$ cat config.mk
export PLATFORM = sky130hd
export DESIGN_NAME = dsp_mac_stream_flat
export DESIGN_NICKNAME = d
export VERILOG_FILES = /design/src/rtl/dsp_mac_stream_if.sv /design/src/rtl/dsp_mac_stream.sv /design/src/flat_wrapper.sv
export SDC_FILE = /design/constraint.sdc
export NUM_CORES = 2
export LEC_CHECK = 0
export ABC_AREA = 1
export CAP_MARGIN = 0
export CORE_ASPECT_RATIO = 1.4
export CORE_MARGIN = 3
export CORE_UTILIZATION = 57
export DETAILED_ROUTE_END_ITERATION = 16
export HOLD_SLACK_MARGIN = 0.03
export PLACE_DENSITY_LB_ADDON = 0.15
export SYNTH_ARGS = -nofsm -noshare
export SYNTH_HDL_FRONTEND = slang
export SYNTH_SLANG_ARGS = --single-unit
$ cat constraint.sdc
create_clock -name CLK -period 9 [get_ports CLK]
set_clock_uncertainty 0.1 [all_clocks]
set_input_delay 1.8 -clock CLK [delete_from_list [all_inputs] [get_ports CLK]]
set_output_delay 1.8 -clock CLK [all_outputs]
set_load 0.005 [all_outputs]
$ cat src/rtl/dsp_mac_stream_if.sv
// Operand/result stream bundle for dsp_mac_stream.
// The master drives operands and consumes results; the slave is the MAC engine.
interface dsp_mac_stream_if #(
  parameter int AW    = 18,
  parameter int BW    = 18,
  parameter int PW    = 48,
  parameter int LEN_W = 8
);
  logic                    CE;
  logic                    in_valid;
  logic                    in_ready;
  logic signed [AW-1:0]    A;
  logic signed [BW-1:0]    B;
  logic signed [BW-1:0]    D;
  logic        [1:0]       MODE;
  logic        [LEN_W-1:0] LEN;
  logic                    out_valid;
  logic                    out_ready;
  logic signed [PW-1:0]    P;
  logic                    OVF;

  modport master (
    output CE, in_valid, A, B, D, MODE, LEN, out_ready,
    input  in_ready, out_valid, P, OVF
  );

  modport slave (
    input  CE, in_valid, A, B, D, MODE, LEN, out_ready,
    output in_ready, out_valid, P, OVF
  );
endinterface

$ cat src/rtl/dsp_mac_stream.sv
// Streaming pre-add / multiply / accumulate engine reducing LEN-beat frames to one
// dot-product result, with a whole-pipe stall on output backpressure.
module dsp_mac_stream #(
  parameter int AW       = 18,
  parameter int BW       = 18,
  parameter int PW       = 48,
  parameter int LEN_W    = 8,
  parameter bit SATURATE = 1'b0
) (
  input logic            CLK,
  input logic            RST,
  dsp_mac_stream_if.slave bus
);
  localparam int MW = AW + BW + 1;

  typedef enum logic {S_IDLE, S_RUN} state_t;

  function automatic logic signed [BW:0] f_pre(input logic [1:0] mode,
                                               input logic signed [BW-1:0] b,
                                               input logic signed [BW-1:0] d);
    logic signed [BW:0] bx, dx;
    bx = {b[BW-1], b};
    dx = {d[BW-1], d};
    case (mode)
      2'b01:   return dx + bx;
      2'b10:   return dx - bx;
      default: return bx;
    endcase
  endfunction

  // Any PW+1 sum whose top two bits disagree is out of PW range.
  function automatic logic signed [PW-1:0] f_sat(input logic signed [PW:0] s);
    logic signed [PW-1:0] max_v, min_v;
    max_v = {1'b0, {(PW-1){1'b1}}};
    min_v = {1'b1, {(PW-1){1'b0}}};
    if (SATURATE && (s[PW] != s[PW-1])) return s[PW] ? min_v : max_v;
    return s[PW-1:0];
  endfunction

  state_t                r_state, w_nxt_state;
  logic [LEN_W-1:0]      r_cnt, w_nxt_cnt, r_len, w_nxt_len, w_len_eff;
  logic [1:0]            r_mode, w_nxt_mode, w_mode;
  logic                  w_adv, w_accept, w_first, w_last;

  logic                  r_vld_p1, r_first_p1, r_last_p1, r_neg_p1;
  logic signed [AW-1:0]  r_a_p1;
  logic signed [BW:0]    r_pre_p1;
  logic                  r_vld_p2, r_first_p2, r_last_p2;
  logic signed [MW-1:0]  r_m_p2, w_prod;
  logic signed [PW-1:0]  r_acc_p3, w_acc_nxt, r_p;
  logic                  r_fovf_p3, w_fovf_nxt, w_ovf, r_ovf, r_out_vld;
  logic signed [PW:0]    w_m_ext, w_acc_ext, w_sum;

  assign w_adv    = bus.CE & (~r_out_vld | bus.out_ready);
  assign w_accept = w_adv & bus.in_valid;

  // Frame tracking: tags first/last beats and holds the per-frame mode.
  always_comb begin
    w_nxt_state = r_state;
    w_nxt_cnt   = r_cnt;
    w_nxt_len   = r_len;
    w_nxt_mode  = r_mode;
    w_mode      = r_mode;
    w_first     = 1'b0;
    w_last      = 1'b0;
    w_len_eff   = (bus.LEN == '0) ? LEN_W'(1) : bus.LEN;
    if (w_accept) begin
      case (r_state)
        S_IDLE: begin
          w_first    = 1'b1;
          w_mode     = bus.MODE;
          w_nxt_mode = bus.MODE;
          w_nxt_len  = w_len_eff;
          if (w_len_eff == LEN_W'(1)) begin
            w_last = 1'b1;
          end else begin
            w_nxt_state = S_RUN;
            w_nxt_cnt   = LEN_W'(1);
          end
        end
        default: begin
          if (r_cnt + LEN_W'(1) == r_len) begin
            w_last      = 1'b1;
            w_nxt_state = S_IDLE;
            w_nxt_cnt   = '0;
          end else begin
            w_nxt_cnt = r_cnt + LEN_W'(1);
          end
        end
      endcase
    end
  end

  always_ff @(posedge CLK) begin
    if (RST) begin
      r_state <= S_IDLE;
      r_cnt   <= '0;
      r_len   <= '0;
      r_mode  <= '0;
    end else if (w_accept) begin
      r_state <= w_nxt_state;
      r_cnt   <= w_nxt_cnt;
      r_len   <= w_nxt_len;
      r_mode  <= w_nxt_mode;
    end
  end

  assign w_prod     = MW'(r_a_p1) * MW'(r_pre_p1);
  assign w_m_ext    = {{(PW + 1 - MW){r_m_p2[MW-1]}}, r_m_p2};
  assign w_acc_ext  = {r_acc_p3[PW-1], r_acc_p3};
  assign w_sum      = r_first_p2 ? w_m_ext : (w_acc_ext + w_m_ext);
  assign w_ovf      = w_sum[PW] ^ w_sum[PW-1];
  assign w_acc_nxt  = f_sat(w_sum);
  assign w_fovf_nxt = w_ovf | (~r_first_p2 & r_fovf_p3);

  // Stage 1 -> stage 2 -> stage 3 datapath; no reset needed on pure data.
  always_ff @(posedge CLK) begin
    if (w_adv) begin
      r_a_p1   <= bus.A;
      r_pre_p1 <= f_pre(w_mode, bus.B, bus.D);
      r_m_p2   <= r_neg_p1 ? -w_prod : w_prod;
    end
  end

  always_ff @(posedge CLK) begin
    if (RST) begin
      r_vld_p1   <= 1'b0;
      r_first_p1 <= 1'b0;
      r_last_p1  <= 1'b0;
      r_neg_p1   <= 1'b0;
      r_vld_p2   <= 1'b0;
      r_first_p2 <= 1'b0;
      r_last_p2  <= 1'b0;
      r_acc_p3   <= '0;
      r_fovf_p3  <= 1'b0;
      r_p        <= '0;
      r_ovf      <= 1'b0;
      r_out_vld  <= 1'b0;
    end else if (w_adv) begin
      r_vld_p1   <= w_accept;
      r_first_p1 <= w_first;
      r_last_p1  <= w_last;
      r_neg_p1   <= (w_mode == 2'b11);
      r_vld_p2   <= r_vld_p1;
      r_first_p2 <= r_first_p1;
      r_last_p2  <= r_last_p1;
      if (r_vld_p2) begin
        r_acc_p3  <= w_acc_nxt;
        r_fovf_p3 <= w_fovf_nxt;
      end
      if (r_vld_p2 & r_last_p2) begin
        r_p       <= w_acc_nxt;
        r_ovf     <= w_fovf_nxt;
        r_out_vld <= 1'b1;
      end else if (bus.out_ready) begin
        r_out_vld <= 1'b0;
      end
    end
  end

  assign bus.in_ready  = w_adv;
  assign bus.out_valid = r_out_vld;
  assign bus.P         = r_p;
  assign bus.OVF       = r_ovf;
endmodule

$ cat src/flat_wrapper.sv
// flat-port wrapper written by rule: the top's interface ports become plain ports
module dsp_mac_stream_flat 
#(
  parameter int AW       = 18,
  parameter int BW       = 18,
  parameter int PW       = 48,
  parameter int LEN_W    = 8,
  parameter bit SATURATE = 1'b0
)
  (CLK, RST, bus_CE, bus_in_valid, bus_A, bus_B, bus_D, bus_MODE, bus_LEN, bus_out_ready, bus_in_ready, bus_out_valid, bus_P, bus_OVF);
  dsp_mac_stream_if #(.AW(AW), .BW(BW), .PW(PW), .LEN_W(LEN_W)) bus_i ();
  input logic CLK;
  input logic RST;
  input wire logic [$bits(bus_i.CE)-1:0] bus_CE;
  input wire logic [$bits(bus_i.in_valid)-1:0] bus_in_valid;
  input wire logic [$bits(bus_i.A)-1:0] bus_A;
  input wire logic [$bits(bus_i.B)-1:0] bus_B;
  input wire logic [$bits(bus_i.D)-1:0] bus_D;
  input wire logic [$bits(bus_i.MODE)-1:0] bus_MODE;
  input wire logic [$bits(bus_i.LEN)-1:0] bus_LEN;
  input wire logic [$bits(bus_i.out_ready)-1:0] bus_out_ready;
  output wire logic [$bits(bus_i.in_ready)-1:0] bus_in_ready;
  output wire logic [$bits(bus_i.out_valid)-1:0] bus_out_valid;
  output wire logic [$bits(bus_i.P)-1:0] bus_P;
  output wire logic [$bits(bus_i.OVF)-1:0] bus_OVF;
  assign bus_i.CE = bus_CE;
  assign bus_i.in_valid = bus_in_valid;
  assign bus_i.A = bus_A;
  assign bus_i.B = bus_B;
  assign bus_i.D = bus_D;
  assign bus_i.MODE = bus_MODE;
  assign bus_i.LEN = bus_LEN;
  assign bus_i.out_ready = bus_out_ready;
  assign bus_in_ready = bus_i.in_ready;
  assign bus_out_valid = bus_i.out_valid;
  assign bus_P = bus_i.P;
  assign bus_OVF = bus_i.OVF;
  dsp_mac_stream #(.AW(AW), .BW(BW), .PW(PW), .LEN_W(LEN_W), .SATURATE(SATURATE)) u_core (.CLK(CLK), .RST(RST), .bus(bus_i));
endmodule
==> flow_summary.toml <==
[drt]
dr.pass1.iters = 6
antenna_left = 0
wire_per_inst_um = 16.4
vias_per_cell = 5.25
drt_iter0_drc = 1094
drc = 0
vias = 23883
routed_wl_um = 74800

[worst_setup_path]
critical_path.endpoint_type = "register"
cp_slowest_cell = "edfxtp_1"
cpPeakStageDelay_ns = 0.85
worst_ep_arrival_time_ns = 8.11
r2r_slack_ns = 1.04
cp.required_ns = 9.15
cp_max_fo = 19
crit_type = "reg2reg"
start_kind = "register"
reg2reg_depth = 30

[sta]
final.setup.tns_ns = 0
final.period_utilization = 0.884
finalHoldViolCount = 0
setup_viol = 0
holdWs_ns = 0.375
min_period_ns = 7.96
slew_headroom = 0.293
rsz0062_at_grt = "no"
worst_pin_slew_ns = 1.06
drv_slew = 0
fmax_ghz = 0.126

[yosys]
synth-edff-count = 74
yosysMostFrequentCell = "nand2_1"
synth_area_leaders = "fa_1 (25%), nand2_1 (13%), inv_1 (12%), dfxtp_1 (9.1%), edfxtp_1 (8.1%)"
ys_top_cells_by_count = "nand2_1 (960), inv_1 (902), fa_1 (347)"
synthArstFlopShare = 0
synthSimpleGateAreaFrac = 0.246
synthXorXnorAreaFrac = 0.0251
ys_warn_count = 0
synth_area_leader_cell = "fa_1"
yosysTopAreaCellShare = 0.252
seq_area_frac_synth = 0.171
synth_top_family_by_area = "adder cells"
ys_ff_latch = 199
synthMuxAreaShare = 0
synthCells = 3889
synthAdderAreaFrac = 0.327
synth_area_mm2 = 0.0276
ys.flop_type = "dfxtp_1"
syn_avg_cell_area_um2 = 7.09
synth.net_count = 4471
netlist-cell-type-count = 51
synth_compound_area_frac = 0.0866

[global_route]
grt_pass1_wl_um = 123000
overflow = 0
grt_antenna_before_repair = 0
grt_max_degree = 76
first_global_vias = 24958
grtUsageTotal = 0.304

[clocking]
cts_resized = 0
max-clock-path-buffers = 2
cts_made_buffers = 17
cts_tree = "yes"
clock_latency_ns = 0.50
cts-hold-fix-buffers = 0
cts.clk_slew.worst_paths_ns = 0.10
htree_levels = 4
cts_setup_buffers = 0
root_buffer = "clkbuf_16"
cts.sinks = 199

[flow_run]
maxCapViolCount = 0

[placed_design]
io_buffers = 119
dpl.hpwl_um = 62400
gp_congestion = 0.988

[cells_and_area]
area_delta_synth_final_pct = 8.09
num-nets-final = 4494
layout-drive-gt1-share = 0.0362
n_antenna_cell = 0

[die]
die_w_um = 192
design.die.area_mm2 = 0.0511
initial_utilization = 0.582
io_pins = 120
std_cell_rows = 94
die_h_um = 266
core-area_mm2 = 0.0474

[min_path]
holdPathStages = 2
worstHoldPathType = "reg2reg"

[status]
status = "finished, final reports clean"
[metal layers]
| metal | share of wire | global-route usage | routed length [um] | vias to the layer above |
|---|---|---|---|---|
| met5 | 0 | 0 | 0 | - |
| met4 | 0.063 | 0.175 | 4700 | 0 |
| met3 | 0.035 | 0.0369 | 2580 | 221 |
| met2 | 0.54 | 0.576 | 40100 | 584 |
| met1 | 0.37 | 0.318 | 27400 | 11279 |
| li1 | - | - | - | 11799 |
[registers in the layout, indices dropped and copies added, names as in the netlist, 2 cells and up]
signal,flops
u_core.bus.P,48
u_core.r_m_p2,37
u_core.r_acc_p3,48
u_core.r_mode,2
u_core.r_a_p1,18
u_core.r_len,8
u_core.r_pre_p1,19
u_core.r_cnt,8
[cells in the final DEF, fill, tap and decap left out, types with 34 or more instances in the layout]
master           count
nor2_1             312
nand2_1            960
inv_1              901
dfxtp_1            125
nor3_1              34
xor2_1              59
ha_1               166
nand3_1            199
fa_1               347
o21ai_0            159
edfxtp_1            74
nand4_1             34
a21oi_1            129
clkdlybuf4s50_1    118
[logic make-up (layout without fill, tap and decap cells)]
| family | count (synthesis) | after routing |
|---|---|---|
| flops | 199 | 199 |
| fa+ha+maj | 513 | 513 |
| buf+inv | 1050 | 1086 |
| xor+xnor | 79 | 79 |
| simple gates | 1632 | 1632 |
| compound gates | 416 | 416 |
[cell type report]
cell class                      instances  area (um^2)
Inverter                              922         3460
Clock inverter                         15          218
Sequential cell                       199         4720
Timing Repair Buffer                  132         1280
Clock buffer                           17          425
Fill cell                            4486        17600
Multi-Input combinational cell       2640        18900
Tap cell                              624          781
[critical path, delay by kind of cell, from the launching register on]
family                     cells  cell delay [ns]
DFF                            1             0.85
adders and majority gates      7             3.41
buffers and inverters          8             1.04
and+or+nand+nor               15             2.33
[path summary, 6_finish.rpt]
check | startpoint | endpoint
worst max register to register | u_core.r_a_p1[0] | u_core.r_m_p2[32]
worst min-delay path | u_core.r_vld_p1 | u_core.r_vld_p1
worst min register to register | u_core.r_vld_p1 | u_core.r_vld_p1
worst max-delay path | u_core.r_a_p1[0] | u_core.r_m_p2[32]
[stage by stage]
step                instances  instance area [um^2]  utilization  setup slack (ns)
floorplan                3889                 27600            -              1.01
global placement         4517                 29200        0.615              1.34
detailed placement       4517                 29200        0.615              1.28
CTS                      4549                 29800        0.629              1.26
global route             4549                 29800        0.629             0.551
finish                   4549                 29800        0.629              1.04
Power is left out: the tool's default activity adds up to more than one toggle a clock period on the data nets, which glitch-free logic cannot reach.
